<file path="config.mk">
export PLATFORM = sky130hd
export DESIGN_NAME = frame_uart_sender
export DESIGN_NICKNAME = d
export VERILOG_FILES = /design/src/rtl/frame_uart_sender.sv
export SDC_FILE = /design/constraint.sdc
export NUM_CORES = 1
export LEC_CHECK = 0
export CAP_MARGIN = 40
export CORE_UTILIZATION = 39
export DETAILED_ROUTE_END_ITERATION = 12
export GPL_ROUTABILITY_DRIVEN = 1
export SETUP_SLACK_MARGIN = 0.3
export SYNTH_ARGS = -nofsm -noshare
export SYNTH_HDL_FRONTEND = slang
export SYNTH_SLANG_ARGS = --single-unit
export TNS_END_PERCENT = 10
</file>
<file path="constraint.sdc">
create_clock -name clk -period 1.8 [get_ports clk]
set_clock_uncertainty 0.1 [all_clocks]
set_input_delay 0.27 -clock clk [delete_from_list [all_inputs] [get_ports clk]]
set_output_delay 0.27 -clock clk [all_outputs]
set_load 0.02 [all_outputs]
</file>
<file path="src/rtl/frame_uart_sender.sv">
// Dumps one WIDTH x HEIGHT frame from a BRAM read port to a byte UART: sync header, pixels, 8-bit sum.
// One byte in flight at a time; each start waits for uart_done_i, and each pixel costs 1 + READ_LATENCY cycles before its send.
module frame_uart_sender #(
    parameter int          WIDTH        = 64,
    parameter int          HEIGHT       = 64,
    parameter int          BIT_DEPTH    = 8,
    parameter int          READ_LATENCY = 2,
    parameter logic [7:0]  SYNC0        = 8'hA5,
    parameter logic [7:0]  SYNC1        = 8'h5A,
    localparam int         NPIX         = WIDTH * HEIGHT,
    localparam int         AW           = (NPIX > 1) ? $clog2(NPIX) : 1
) (
    input  logic                 clk,
    input  logic                 sys_rst_n,
    input  logic                 start_i,
    output logic                 busy_o,
    output logic                 done_o,
    output logic [AW-1:0]        addr_o,
    output logic                 addr_valid_o,
    input  logic [BIT_DEPTH-1:0] pixel_i,
    output logic [7:0]           uart_data_o,
    output logic                 uart_start_o,
    input  logic                 uart_done_i
);

    localparam int LW = (READ_LATENCY > 1) ? $clog2(READ_LATENCY + 1) : 1;

    typedef enum logic [3:0] {
        IDLE, HDR0, HDR0_W, HDR1, HDR1_W, FETCH, LAT, SEND, SEND_W, CSUM, CSUM_W
    } state_t;

    state_t        state_q, state_d;
    logic [AW-1:0] cnt_q, cnt_d;
    logic [7:0]    csum_q, csum_d;
    logic [LW-1:0] lat_q, lat_d;
    logic [7:0]    data_q, data_d;
    logic          busy_q, busy_d;
    logic          done_q, done_d;
    logic [7:0]    pix_ext;

    always_comb begin
        pix_ext = '0;
        pix_ext[BIT_DEPTH-1:0] = pixel_i;
    end

    always_comb begin
        state_d = state_q;
        cnt_d   = cnt_q;
        csum_d  = csum_q;
        lat_d   = lat_q;
        data_d  = data_q;
        done_d  = 1'b0;
        // busy stays up through the done cycle and rises again there on a back-to-back start
        busy_d  = (state_q != IDLE) || start_i;
        case (state_q)
            IDLE: begin
                if (start_i) begin
                    state_d = HDR0;
                    cnt_d   = '0;
                    csum_d  = '0;
                    data_d  = SYNC0;
                end
            end
            HDR0:   state_d = HDR0_W;
            HDR0_W: begin
                if (uart_done_i) begin
                    state_d = HDR1;
                    data_d  = SYNC1;
                end
            end
            HDR1:   state_d = HDR1_W;
            HDR1_W: if (uart_done_i) state_d = FETCH;
            FETCH: begin
                state_d = LAT;
                lat_d   = '0;
            end
            LAT: begin
                if (lat_q == LW'(READ_LATENCY - 1)) begin
                    data_d  = pix_ext;
                    state_d = SEND;
                end else begin
                    lat_d = lat_q + LW'(1);
                end
            end
            SEND: begin
                csum_d  = csum_q + data_q;
                state_d = SEND_W;
            end
            SEND_W: begin
                if (uart_done_i) begin
                    if (cnt_q == AW'(NPIX - 1)) begin
                        state_d = CSUM;
                        data_d  = csum_q;
                    end else begin
                        cnt_d   = cnt_q + AW'(1);
                        state_d = FETCH;
                    end
                end
            end
            CSUM:   state_d = CSUM_W;
            CSUM_W: begin
                if (uart_done_i) begin
                    state_d = IDLE;
                    done_d  = 1'b1;
                end
            end
            default: state_d = IDLE;
        endcase
    end

    always_ff @(posedge clk or negedge sys_rst_n) begin
        if (!sys_rst_n) begin
            state_q <= IDLE;
            cnt_q   <= '0;
            csum_q  <= '0;
            lat_q   <= '0;
            data_q  <= '0;
            busy_q  <= 1'b0;
            done_q  <= 1'b0;
        end else begin
            state_q <= state_d;
            cnt_q   <= cnt_d;
            csum_q  <= csum_d;
            lat_q   <= lat_d;
            data_q  <= data_d;
            busy_q  <= busy_d;
            done_q  <= done_d;
        end
    end

    assign busy_o       = busy_q;
    assign done_o       = done_q;
    assign addr_o       = cnt_q;
    assign addr_valid_o = (state_q == FETCH);
    assign uart_data_o  = data_q;
    assign uart_start_o = (state_q == HDR0) || (state_q == HDR1) ||
                          (state_q == SEND) || (state_q == CSUM);

endmodule

</file>
Word-level counts from Yosys, hierarchy flattened. Cells that the tools add are included.

Input bits: 12. Bits in writable memories: 0. Bits in read-only memories: 0. Memories: 0. Register bits after elaboration: 36. Word-level logic and storage cells: 70. Bits in latches: 0. Output and inout port bits: 24.

Equality and inequality tests: 21. Mux-type cells: 24. Shift operators: 0. Reductions and logical operators: 15. Bitwise operators: 0. Div/mod/pow operators: 0. Multiply operators: 0. Order comparisons: 0. Add/subtract/negate cells: 3.

Operators with widths (count): 8-bit two-way mux (6); 4-bit one-hot mux with 11 select lines (1); 12-bit two-way mux (3); 8-bit one-hot mux with 4 select lines (1); 4-bit two-way mux (7); 12-bit one-hot mux with 2 select lines (1); 2-bit inequality test, second input constant (9); 4-bit by 3-bit == test with 1-bit output, second input constant (4); 8-bit one-hot mux with 2 select lines (1); 12-bit by 1-bit adder with 12-bit output, second input constant (1); 12-bit == test, second input constant (1); 4-bit == test, second input constant (3); 6-bit AND reduction (2); 8-bit adder (1); 4-bit by 2-bit == test with 1-bit output, second input constant (2); 4-bit nonzero test (2); 2-bit nonzero test (3); 4-bit by 1-bit == test with 1-bit output, second input constant (1); 4-bit logical NOT (1); 1-bit logical OR (4); 2-bit one-hot mux with 2 select lines (1); 2-bit AND reduction (2); 4-bit AND reduction (1); 2-bit by 1-bit adder with 2-bit output, second input constant (1); other kinds (3) (4).

Depth between registers and ports, before layout.
Depth after elaboration: 4. Depth in mapped cells: 8. Gate-level depth less buffers: 7.

Worst setup path after synthesis. Ideal clock, no wire load.

Kind: register to register. From: register data_q[0] (netlist: uart_data_o[0]). To: register csum_q[6]. Setup time: 0.083 ns. Arrival time: 1.888 ns. Clock period less this slack: 2.071 ns. Slack: -0.271 ns. Path buffers: 0. Data required time: 1.617 ns. Stages on the path, launching flop included: 8. Cells stage by stage: dfrtp_1 > ha_1 > fa_1 > a21o_1 > a21o_1 > a211oi_1 > a41oi_1 > o21ai_0.

Cells in the longest elaborated chain, start to end: 2.

Ends and longest elaborated chain: start: declaration (RTL line 36) `logic [7:0] data_q, data_d;`; start signal: assignment (RTL line 125) `data_q <= data_d;`; 8-bit adder (RTL line 86) `csum_d = csum_q + data_q;`; 8-bit one-hot mux with 2 select lines (RTL line 55) `case (state_q)`; end signal: assignment (RTL line 123) `csum_q <= csum_d;`; end: declaration (RTL line 34) `logic [7:0] csum_q, csum_d;`.

No other way between the ends. A chain may end at the register's enable or synchronous reset.

Final worst setup path.
From: register data_q[1] (netlist: uart_data_o[1]). To: register csum_q[5].

Same word-level chain as after synthesis.

==> reports/qor.log <==
[worst_setup_path] CP endpoint csum_q[5]
[sta] post-layout worst setup margin -0.128 ns
[sta] Hold Worst Slack 0.441 ns
[synth] cell taking the most area after synthesis dfrtp_1
[route] detailed-route via count 2363
[sta] share of the cycle needed by the critical path after routing 107%
[sta] worst-case headroom to the max-slew limit 67.3%
[clocking] clk buf depth 2
[floorplanning] die width 78.4 um
[synth] #FFs+latches synth 36
[worst_hold_path] hold path depth 2
[worst_setup_path] CP Data Required Time 1.87 ns
[floorplanning] num rows 27
[worst_setup_path] Crit Reg-Reg Startpoint uart_data_o[1]
[finish] share of layout cells above drive strength 1 46.8%
[power] power density of the placed cells 1560 nW/um^2
[finish] Layout Area Growth over Synthesis 57.2%
[synth] Post-Synthesis Cell Area 2270 um^2
[worst_setup_path] depth of the worst register-to-register path 7
[synth] sequential element share of the synthesized area 39.6%
[route] Pre-Repair DR Iteration Count 4
[floorplanning] Initial Utilization 40.8%
[synth] EDFF count, synth 0
[grt] pin count of the biggest net entering global routing 37
[worst_hold_path] Min-Delay Startpoint csum_q[3]
[route] mean routed wirelength per cell 16.0 um
[finish] diode count 0
[route] Antenna Violating Nets Remaining 0
[worst_setup_path] Setup CP Type flop to flop
[clocking] clock latency on the worst-skew pair 0.29 ns
[synth] syn_nets 278
[synth] count of cell types in the netlist 51
[placed_design] Cells after DPL 423
[worst_setup_path] peak fanout along the critical path 3
[synth] number of cells produced by synthesis 256
[worst_setup_path] r2r setup slk -0.13 ns
[flow_run] max-capacitance violation count 0
[power] worst vdd ir 883 uV
[clocking] cell at the root of the clock tree clkbuf_8
[finish] leading cell types in the layout, fill and taps excluded buf_4 (59), nand2_1 (34), o21ai_0 (24)
[power] total power of the final layout 5.57 mW
[synth] Synthesis Warnings 0
[placed_design] total half-perimeter wirelength after legalization and detailed placement 4770 um
[clocking] # H-tree levels 2
[floorplanning] overall die height 78.4 um
[route] detailed-route DRC error count 0
[placed_design] area post-placement 3270 um^2
[grt] Overflow after GRT 0
[run_status] violations in the final reports negative setup slack
[placed_design] pre-CTS setup slack -0.335 ns
[sta] setup repair after global routing missed its margin true
[finish] Post-Layout Cell Count 435
[floorplanning] die outline area 6140 um^2
[route] total wirelength of the detailed-routed design 6980 um
[worst_setup_path] type of element launching the critical path flop
[route] number of violations reported at the end of detailed-routing iteration 0 123
[power] P_leak 1.65 nW
[finish] FF+latch area 920 um^2
[grt] first-pass GRT wire length 10800 um
[worst_setup_path] critical path endpoint category flop
[synth] area share of the largest cell type after synthesis 39.6%
[sta] number of hold violations in the final report 0
[finish] fill cell count 495
[clocking] number of clock sinks 36
[synth] synth top area cells dfrtp_1 (40%), o21ai_0 (7.7%), nand2_1 (6.1%)
[clocking] Clock transition at path regs 0.07 ns
[sta] Worst-Margin Slew 0.491 ns
[grt] Total Routing Usage GR 22.9%
[sta] max-slew violation count 0
[worst_hold_path] path type of the worst min-delay path flop to flop
[clocking] number of buffers created by CTS 5
[clocking] CTS tree done
[sta] final critical path time including I/O delays and setup 1.93 ns
[finish] most frequent standard cell in the layout excluding fill and tap cells buf_4
[finish] number of nets in the finished design 384
[synth] fraction of synthesis flops using an asynchronous set or reset pin 100%
[floorplanning] number of top-level pins 36
[grt] antenna violations before repair 0
[floorplanning] placeable core area 5570 um^2
[worst_setup_path] Arrival @ worst endpoint 2.00 ns
[synth] average footprint of a synthesized cell 8.89 um^2
[grt] vias in the first global route 2204
[finish] design area 3570 um^2
[synth] Main synth FF type dfrtp_1
[run_status] result of the run complete, but fails checks
[placed_design] GPL Wtd Cong 0.837
[worst_setup_path] CP Launch Point uart_data_o[1]
[route] mean number of vias per cell 5.43
[placed_design] # port buffers 35
[worst_setup_path] destination of the worst register-to-register timing path csum_q[5]
[finish] area occupied by multi-input gates 1550 um^2
[sta] final setup vio count 14
[sta] fmax 519 MHz
[how the worst min path moves through the flow]
stage	to	slack, ns
after CTS	lat_q[1]	0.43
after global routing	csum_q[3]	0.47
after floorplan	addr_o[0]	-0.13
final	csum_q[3]	0.44
after detailed placement	addr_o[11]	0.25
after global placement	addr_o[11]	0.25
[power breakdown]
| group | switching, mW | total [mW] | internal (mW) |
|---|---|---|---|
| clock network | 0.307 | 0.719 | 0.412 |
| logic | 1.75 | 3.52 | 1.77 |
| registers | 0.276 | 1.33 | 1.06 |
| total | 2.33 | 5.57 | 3.24 |
[routing by layer]
metal	global-route usage [%]	share of wire (%)
met1	30.8	46
met2	37.9	49
met5	0	0
met4	5.56	0.56
met3	4.42	4.1
[critical path, stage by stage (launching register included)]
cell and delay, ns:
dfrtp_2 0.45, ha_4 0.26, a211oi_4 0.29, buf_4 0.16, o21bai_1 0.07, a21oi_1 0.20, xor2_1 0.18, o21ai_0 0.10
[registers in the layout (all words and copies together) (netlist names)]
| name | cells |
|---|---|
| lat_q | 2 |
| csum_q | 8 |
| state_q | 4 |
| done_o | 1 |
| uart_data_o | 8 |
| busy_o | 1 |
| addr_o | 12 |
[area by class of cell]
cell class	instances	area share, %
Multi-Input combinational cell	205	43.5
Sequential cell	36	25.7
Timing Repair Buffer	109	24.7
Tap cell	72	2.52
Clock buffer	6	2.03
Clock inverter	2	0.980
Inverter	5	0.525
[metrics by stage]
stage	TNS, ns	util (%)
after global routing	-1.63	64.1
after CTS	-0.572	63.0
after global placement	-4.78	58.7
final	-0.616	64.1
after detailed placement	-4.98	58.7
after floorplan	-0.119	-
[what timing repair did]
action	in CTS	in global routing
setup endpoints to repair	57	49
gates cloned	0	1
pin swaps	26	17
resized for setup	102	47
hold buffers	1	0
buffers inserted	0	2
endpoints found under the hold margin	36	0
[cell families (layout without fill, tap and decap cells)]
| group | after synthesis | after routing | synth area share (%) |
|---|---|---|---|
| AOI/OAI and AO/OA | 89 | 90 | 26.0 |
| buffers and inverters | 16 | 122 | 3.68 |
| and+or+nand+nor | 96 | 96 | 20.5 |
| DFF | 36 | 36 | 39.6 |
| xor gates and xnor gates | 3 | 3 | 1.16 |
| muxes | 6 | 6 | 3.25 |
| adders and majority gates | 10 | 10 | 5.83 |
[synthesized netlist by cell type, types with 2 or more instances]
cell type and number:
xnor2_1 2, a21o_1 6, a211oi_1 3, nor3_1 4, mux2_2 3, mux2_4 2
o21bai_1 2, nand3_1 10, dfrtp_1 36, nor2_1 23, nand2b_1 5, inv_1 5
a21oi_1 14, o41ai_2 2, a31oi_1 4, buf_2 3, ha_1 9, and3_1 6
o31ai_1 2, nand2_1 37, o22ai_1 2, a22o_1 2, o21ai_1 2, o31ai_2 4
clkbuf_1 4, buf_6 2, o21ai_0 35, a2bb2oi_1 4
Note: power is estimated with default switching activity, not from simulation.
